===== config.mk =====
export PLATFORM = sky130hd
export DESIGN_NAME = formula_loader_flat
export DESIGN_NICKNAME = d
export VERILOG_FILES = /design/src/rtl/formula_loader_pkg.sv /design/src/rtl/formula_loader_if.sv /design/src/rtl/formula_loader_clause_builder.sv /design/src/rtl/formula_loader.sv /design/src/flat_wrapper.sv
export SDC_FILE = /design/constraint.sdc
export NUM_CORES = 1
export LEC_CHECK = 0
export ABC_AREA = 1
export ABC_CLOCK_PERIOD_IN_PS = 6000
export CAP_MARGIN = 20
export CORE_MARGIN = 1
export CORE_UTILIZATION = 35
export DETAILED_ROUTE_END_ITERATION = 10
export SYNTH_ARGS = -nofsm -noshare
export SYNTH_HDL_FRONTEND = slang
export SYNTH_SLANG_ARGS = --single-unit

===== constraint.sdc =====
create_clock -name clk -period 6 [get_ports clk]
set_input_delay 1.2 -clock clk [delete_from_list [all_inputs] [get_ports clk]]
set_output_delay 1.2 -clock clk [all_outputs]
set_load 0.02 [all_outputs]

===== src/rtl/formula_loader_pkg.sv =====
// Shared SAT formula layout plus the token and loader-state types used by the loader.
package formula_loader_pkg;

    localparam int unsigned number_literal    = 5;
    localparam int unsigned number_clauses    = 10;
    localparam int unsigned width_litarray    = $clog2(number_literal + 1) - 1;
    localparam int unsigned width_clausearray = $clog2(number_clauses + 1) - 1;

    typedef struct packed {
        logic [width_litarray:0] num;
        logic                    val;
    } lit;

    typedef struct packed {
        logic [width_litarray:0]   len;
        lit [number_literal-1:0]   lits;
    } clause;

    typedef struct packed {
        logic [width_clausearray:0]  len;
        clause [number_clauses-1:0]  clauses;
    } formula;

    localparam clause  zero_clause  = '0;
    localparam formula zero_formula = '0;

    localparam logic [width_litarray:0]    max_lit_num = (width_litarray + 1)'(number_literal);
    localparam logic [width_clausearray:0] max_clauses = (width_clausearray + 1)'(number_clauses);

    typedef enum logic [1:0] {
        TK_LIT         = 2'd0,
        TK_END_CLAUSE  = 2'd1,
        TK_END_FORMULA = 2'd2,
        TK_RESERVED    = 2'd3
    } tok_kind_t;

    typedef enum logic [1:0] {
        S_COLLECT = 2'd0,
        S_DRAIN   = 2'd1,
        S_DONE    = 2'd2
    } loader_state_t;

endpackage


===== src/rtl/formula_loader_if.sv =====
// Token input and formula output handshakes of the loader.
interface formula_loader_if;
    import formula_loader_pkg::*;

    logic                    tok_valid;
    logic                    tok_ready;
    tok_kind_t               tok_kind;
    logic [width_litarray:0] tok_num;
    logic                    tok_val;
    formula                  f_out;
    logic                    f_err;
    logic                    f_valid;
    logic                    f_ready;

    modport master (
        output tok_valid, tok_kind, tok_num, tok_val, f_ready,
        input  tok_ready, f_out, f_err, f_valid
    );

    modport slave (
        input  tok_valid, tok_kind, tok_num, tok_val, f_ready,
        output tok_ready, f_out, f_err, f_valid
    );

endinterface


===== src/rtl/formula_loader_clause_builder.sv =====
// Working clause under construction: literal slots plus current length.
module formula_loader_clause_builder
    import formula_loader_pkg::*;
(
    input  logic  clk,
    input  logic  rst,
    input  logic  clear_i,
    input  logic  append_i,
    input  lit    lit_i,
    output clause clause_o,
    output logic  clause_full_o,
    output logic  clause_empty_o
);

    lit [number_literal-1:0]  lits_q, lits_d;
    logic [width_litarray:0]  cur_len_q, cur_len_d;

    assign clause_full_o  = (cur_len_q == max_lit_num);
    assign clause_empty_o = (cur_len_q == '0);
    assign clause_o       = '{len: cur_len_q, lits: lits_q};

    // Clear wins over append; append writes the next free slot.
    always_comb begin
        lits_d    = lits_q;
        cur_len_d = cur_len_q;
        if (clear_i) begin
            lits_d    = '0;
            cur_len_d = '0;
        end else if (append_i && !clause_full_o) begin
            for (int unsigned i = 0; i < number_literal; i++) begin
                if (cur_len_q == (width_litarray + 1)'(i)) begin
                    lits_d[i] = lit_i;
                end
            end
            cur_len_d = cur_len_q + 1'b1;
        end
    end

    // Clause state register.
    always_ff @(posedge clk) begin
        if (rst) begin
            lits_q    <= '0;
            cur_len_q <= '0;
        end else begin
            lits_q    <= lits_d;
            cur_len_q <= cur_len_d;
        end
    end

endmodule


===== src/rtl/formula_loader.sv =====
// Token stream to formula assembler: FSM, clause commit and registered formula output.
module formula_loader
    import formula_loader_pkg::*;
(
    input logic             clk,
    input logic             rst,
    formula_loader_if.slave bus
);

    loader_state_t              state_q;
    formula                     work_q;
    logic [width_clausearray:0] f_len_q;
    formula                     f_out_q;
    logic                       f_err_q;
    logic                       f_valid_q;

    clause  cb_clause;
    logic   cb_full, cb_empty, cb_clear, cb_append;
    logic   accept, lit_bad, commit_overflow;
    formula commit_f;

    assign bus.tok_ready = !rst && (state_q != S_DONE);
    assign bus.f_out     = f_out_q;
    assign bus.f_err     = f_err_q;
    assign bus.f_valid   = f_valid_q;

    formula_loader_clause_builder u_clause_builder (
        .clk            (clk),
        .rst            (rst),
        .clear_i        (cb_clear),
        .append_i       (cb_append),
        .lit_i          ('{num: bus.tok_num, val: bus.tok_val}),
        .clause_o       (cb_clause),
        .clause_full_o  (cb_full),
        .clause_empty_o (cb_empty)
    );

    // Token decode and clause builder control for the current cycle.
    always_comb begin
        accept          = bus.tok_valid && bus.tok_ready;
        lit_bad         = (bus.tok_num == '0) || (bus.tok_num > max_lit_num) || cb_full;
        commit_overflow = !cb_empty && (f_len_q == max_clauses);
        cb_append       = 1'b0;
        cb_clear        = 1'b0;
        if (accept && state_q == S_COLLECT) begin
            if (bus.tok_kind == TK_LIT) begin
                cb_append = !lit_bad;
                cb_clear  = lit_bad;
            end else begin
                // Commit, empty-clause drop and every error all leave the clause empty.
                cb_clear = 1'b1;
            end
        end
    end

    // Working formula with the open clause appended at slot f_len.
    always_comb begin
        commit_f = work_q;
        for (int unsigned c = 0; c < number_clauses; c++) begin
            if (f_len_q == (width_clausearray + 1)'(c)) begin
                commit_f.clauses[c] = cb_clause;
            end
        end
        commit_f.len = f_len_q + 1'b1;
    end

    // Loader FSM with registered formula outputs.
    always_ff @(posedge clk) begin
        if (rst) begin
            state_q   <= S_COLLECT;
            work_q    <= zero_formula;
            f_len_q   <= '0;
            f_out_q   <= zero_formula;
            f_err_q   <= 1'b0;
            f_valid_q <= 1'b0;
        end else begin
            unique case (state_q)
                S_COLLECT: begin
                    if (accept) begin
                        unique case (bus.tok_kind)
                            TK_LIT: begin
                                if (lit_bad) begin
                                    work_q  <= zero_formula;
                                    f_len_q <= '0;
                                    state_q <= S_DRAIN;
                                end
                            end
                            TK_END_CLAUSE: begin
                                if (commit_overflow) begin
                                    work_q  <= zero_formula;
                                    f_len_q <= '0;
                                    state_q <= S_DRAIN;
                                end else if (!cb_empty) begin
                                    work_q  <= commit_f;
                                    f_len_q <= f_len_q + 1'b1;
                                end
                            end
                            TK_END_FORMULA: begin
                                work_q    <= zero_formula;
                                f_len_q   <= '0;
                                f_valid_q <= 1'b1;
                                state_q   <= S_DONE;
                                if (commit_overflow) begin
                                    f_out_q <= zero_formula;
                                    f_err_q <= 1'b1;
                                end else begin
                                    f_out_q <= cb_empty ? work_q : commit_f;
                                    f_err_q <= 1'b0;
                                end
                            end
                            default: begin
                                // Reserved kind: fail immediately without draining.
                                work_q    <= zero_formula;
                                f_len_q   <= '0;
                                f_out_q   <= zero_formula;
                                f_err_q   <= 1'b1;
                                f_valid_q <= 1'b1;
                                state_q   <= S_DONE;
                            end
                        endcase
                    end
                end
                S_DRAIN: begin
                    if (accept && bus.tok_kind == TK_END_FORMULA) begin
                        f_out_q   <= zero_formula;
                        f_err_q   <= 1'b1;
                        f_valid_q <= 1'b1;
                        state_q   <= S_DONE;
                    end
                end
                S_DONE: begin
                    if (bus.f_ready) begin
                        work_q    <= zero_formula;
                        f_len_q   <= '0;
                        f_valid_q <= 1'b0;
                        state_q   <= S_COLLECT;
                    end
                end
                default: begin
                    state_q <= S_COLLECT;
                end
            endcase
        end
    end

endmodule


===== src/flat_wrapper.sv =====
// flat-port wrapper written by rule: the top's interface ports become plain ports
module formula_loader_flat import formula_loader_pkg::*;
  (clk, rst, bus_tok_valid, bus_tok_kind, bus_tok_num, bus_tok_val, bus_f_ready, bus_tok_ready, bus_f_out, bus_f_err, bus_f_valid);
  formula_loader_if bus_i ();
  input logic clk;
  input logic rst;
  input wire logic [$bits(bus_i.tok_valid)-1:0] bus_tok_valid;
  input wire logic [$bits(bus_i.tok_kind)-1:0] bus_tok_kind;
  input wire logic [$bits(bus_i.tok_num)-1:0] bus_tok_num;
  input wire logic [$bits(bus_i.tok_val)-1:0] bus_tok_val;
  input wire logic [$bits(bus_i.f_ready)-1:0] bus_f_ready;
  output wire logic [$bits(bus_i.tok_ready)-1:0] bus_tok_ready;
  output wire logic [$bits(bus_i.f_out)-1:0] bus_f_out;
  output wire logic [$bits(bus_i.f_err)-1:0] bus_f_err;
  output wire logic [$bits(bus_i.f_valid)-1:0] bus_f_valid;
  assign bus_i.tok_valid = bus_tok_valid;
  assign bus_i.tok_kind = bus_tok_kind;
  assign bus_i.tok_num = bus_tok_num;
  assign bus_i.tok_val = bus_tok_val;
  assign bus_i.f_ready = bus_f_ready;
  assign bus_tok_ready = bus_i.tok_ready;
  assign bus_f_out = bus_i.f_out;
  assign bus_f_err = bus_i.f_err;
  assign bus_f_valid = bus_i.f_valid;
  formula_loader u_core (.clk(clk), .rst(rst), .bus(bus_i));
endmodule

==> results.sh <==
export IMPL_dp_hpwl_um=40300
export IMPL_post_synth_cell_area_avg_um2=6.59
export IMPL_rsz0062_at_grt="no"
export IMPL_synth_top_family_by_area="simple AND/OR/NAND/NOR gates"
export IMPL_numPortBuffers=246
export IMPL_cts_tree="built"
export IMPL_r2r_end="u_core.bus.f_out[57]"
export IMPL_crit_required_ps=6520
export IMPL_ys_seq_area_share_pct=45.3
export IMPL_dieArea_mm2=0.0640
export IMPL_cts_setup_buffers=0
export IMPL_core_mm2=0.0621
export IMPL_reg2reg_from="u_core.u_clause_builder.cur_len_q[1]"
export IMPL_synthCells=3348
export IMPL_cts_hold_buffers=0
export IMPL_vias=20556
export IMPL_fin_crit_ps=3960
export IMPL_drt_total_wl_um=67600
export IMPL_cp_startpoint="u_core.u_clause_builder.cur_len_q[1]"
export IMPL_synthMuxAreaShare_pct=0
export IMPL_setup_tns_ps=0
export IMPL_die_w_um=253
export IMPL_timing_final_ws_setup_ps=2040
export IMPL_grt_max_degree=194
export IMPL_gp_congestion=0.856
export IMPL_fin_crit_sh_pct=66.1
export IMPL_maxSlewHeadroom_pct=28.2
export IMPL_cts_root_buf="clkbuf_16"
export IMPL_yosys_warnings=0
export IMPL_routed_via_density=4.76
export IMPL_area_delta_synth_final_pct=21.6
export IMPL_rows=91
export IMPL_nets=3458
export IMPL_start_kind="flip-flop"
export IMPL_cts_buffer_depth=3
export IMPL_synth_edf_count=0
export IMPL_clk_latency_ps=610
export IMPL_postCtsResizedCells=0
export IMPL_antenna_left=0
export IMPL_cts_sinks=499
export IMPL_synth_compound_area_share_pct=18.6
export IMPL_crit_slowest_cell="inv_1"
export IMPL_dr_pass1_iters=5
export IMPL_dpl_worst_slack_ps=1930
export IMPL_antenna_found_initial=5
export IMPL_start_util_pct=35.6
export IMPL_power_density_mw_per_mm2=421
export IMPL_ys_ff_latch=499
export IMPL_synthXorXnorAreaFrac_pct=0.0397
export IMPL_cts_made_buffers=56
export IMPL_overflow=0
export IMPL_path_depth=9
export IMPL_ioPinCount=247
export IMPL_first_iter_violations=1709
export IMPL_grt_util_all_layers_pct=20.8
export IMPL_yosys_area_share_simple_pct=26.1
export IMPL_tightest_slew_ps=1080
export IMPL_layout_common_cells="nor2_1 (850), nand2_1 (595), dfxtp_1 (499)"
export IMPL_synth_adder_area_share_pct=0.510
export IMPL_synth_cell_types=27
export IMPL_arrival_ps=4490
export IMPL_end_kind="flip-flop"
export IMPL_h_tree_depth=2
export IMPL_grt_pass1_vias=18857
export IMPL_outcome="finished, final reports clean"
export IMPL_cpPeakStageDelay_ps=880
export IMPL_vdd_drop_max_v=0.000494
export IMPL_final_common_cell="nor2_1"
export IMPL_drc=0
export IMPL_r2r_cells=9
export IMPL_finalHoldViolCount=0
export IMPL_cp_endpoint="u_core.bus.f_out[57]"
export IMPL_r2r_slack_ps=2040
export IMPL_crit_family="buffers and inverters"
export IMPL_synth_nets=3367
export IMPL_die_height_um=253
export IMPL_drive_gt1_share_pct=4.16
export IMPL_fin_skew_ps=15.4
export IMPL_hold_path_class="reg2reg"
export IMPL_path_max_fanout=32
export IMPL_clkSlewWorstSetupHoldPaths_ps=60
export IMPL_p_leak_nw=11.0
export IMPL_synth_ff_type="dfxtp_1"
export IMPL_path_buf_inv=2
export IMPL_async_flop_share_pct=0
export IMPL_setup_viol=0
export IMPL_cpMostUsedCell="nor2_1"
export IMPL_cp_cell_sequence="inv_1 > ha_1 > nand2_2 > nand3_1 > inv_1 > o21ai_0 > nor2_1 > nor2_1 > nor2_1"
export IMPL_syn_cell_area_mm2=0.0221
export IMPL_wire_per_inst_um=15.6
export IMPL_drv_slew=0
export IMPL_fmax_ghz=0.252
export IMPL_grt_pass1_wl_um=106000
export IMPL_drv_cap=0
export IMPL_critPathKind="reg2reg"
-- sequential cells by signal (all words and copies together), names as in the netlist --
name and cells:
u_core.bus.f_err 1, u_core.bus.f_out 234, u_core.bus.f_valid 1, u_core.f_len_q 4, u_core.state_q 2, u_core.u_clause_builder.clause_o 20
u_core.u_clause_builder.cur_len_q 3, u_core.work_q 234
-- area by class of cell --
cell class                 count  area [µm²]
antenna                        3        7.51
clock buffer                  85        1700
clock inverter                17         199
fill                        6466       35200
inverter                     296        1120
multi-input combinational   2319       10000
sequential                   499        9990
tap                          837        1050
timing repair buffer         267        2760
-- worst min path at each step --
stage                          startpoint                    end  slack (ps)  cells after the start
CTS                    u_core.bus.f_valid     u_core.bus.f_valid         460                      2
detailed placement     u_core.bus.f_valid     u_core.bus.f_valid         450                      2
global placement    u_core.bus.f_out[143]  u_core.bus.f_out[143]         450                      2
global route        u_core.bus.f_out[151]  u_core.bus.f_out[151]         480                      2
finish                 u_core.bus.f_valid     u_core.bus.f_valid         460                      2
floorplan              u_core.work_q[139]     u_core.work_q[139]         460                      2
-- tightest hold or removal path: cells and delay by family (launching register included) --
| family | cells | cell delay (ps) |
|---|---|---|
| AO/OA/AOI/OAI | 1 | 60 |
| buffers and inverters | 1 | 50 |
| flip-flops | 1 | 310 |
-- metrics by stage --
stage                     area [µm²]  instances  hold slack (ps)  util [%]  power (W)
final                          26800       4323              460      43.2     0.0113
after global routing           26800       4321              475      43.2     0.0121
after CTS                      26700       4316              462      43.0     0.0114
after detailed placement       24800       4214              454      40.0    0.00779
after global placement         24800       4214              454      40.0    0.00778
after floorplan                22100       3348              465         -    0.00676
-- report_power, final --
group / switching, W / total, W / internal [W]
registers: 0.000296 / 0.00419 / 0.00389
clock network: 0.00141 / 0.00353 / 0.00212
logic: 0.00239 / 0.00357 / 0.00117
-- per-layer routing --
layer  routed length (µm)  part of all wire (%)  global-route usage, %
met1                33000                    49                   29.3
met2                29600                    44                   32.3
met3                 3340                   4.9                   3.44
met4                 1590                   2.4                   6.20
met5                   31                 0.046                      0
-- cell families after synthesis --
family | Yosys count
flops | 499
simple gates | 1490
xor+xnor | 1
compound gates | 819
fa+ha+maj | 9
buf+inv | 530
-- Yosys cell counts, types with 6 or more instances --
library cell	instances	area, µm²
clkbuf_1	163	612
nand4_1	8	50.1
nand3_1	15	75.1
nand3_2	12	120
buf_1	6	22.5
o21ai_0	311	1560
dfxtp_1	499	9990
inv_1	286	1070
o21ai_1	309	1550
buf_2	55	275
inv_2	10	37.5
ha_1	9	113
a21oi_1	194	971
nor2_1	850	3190
nand2_1	596	2240
No activity file was read; power rests on OpenSTA's default activity.
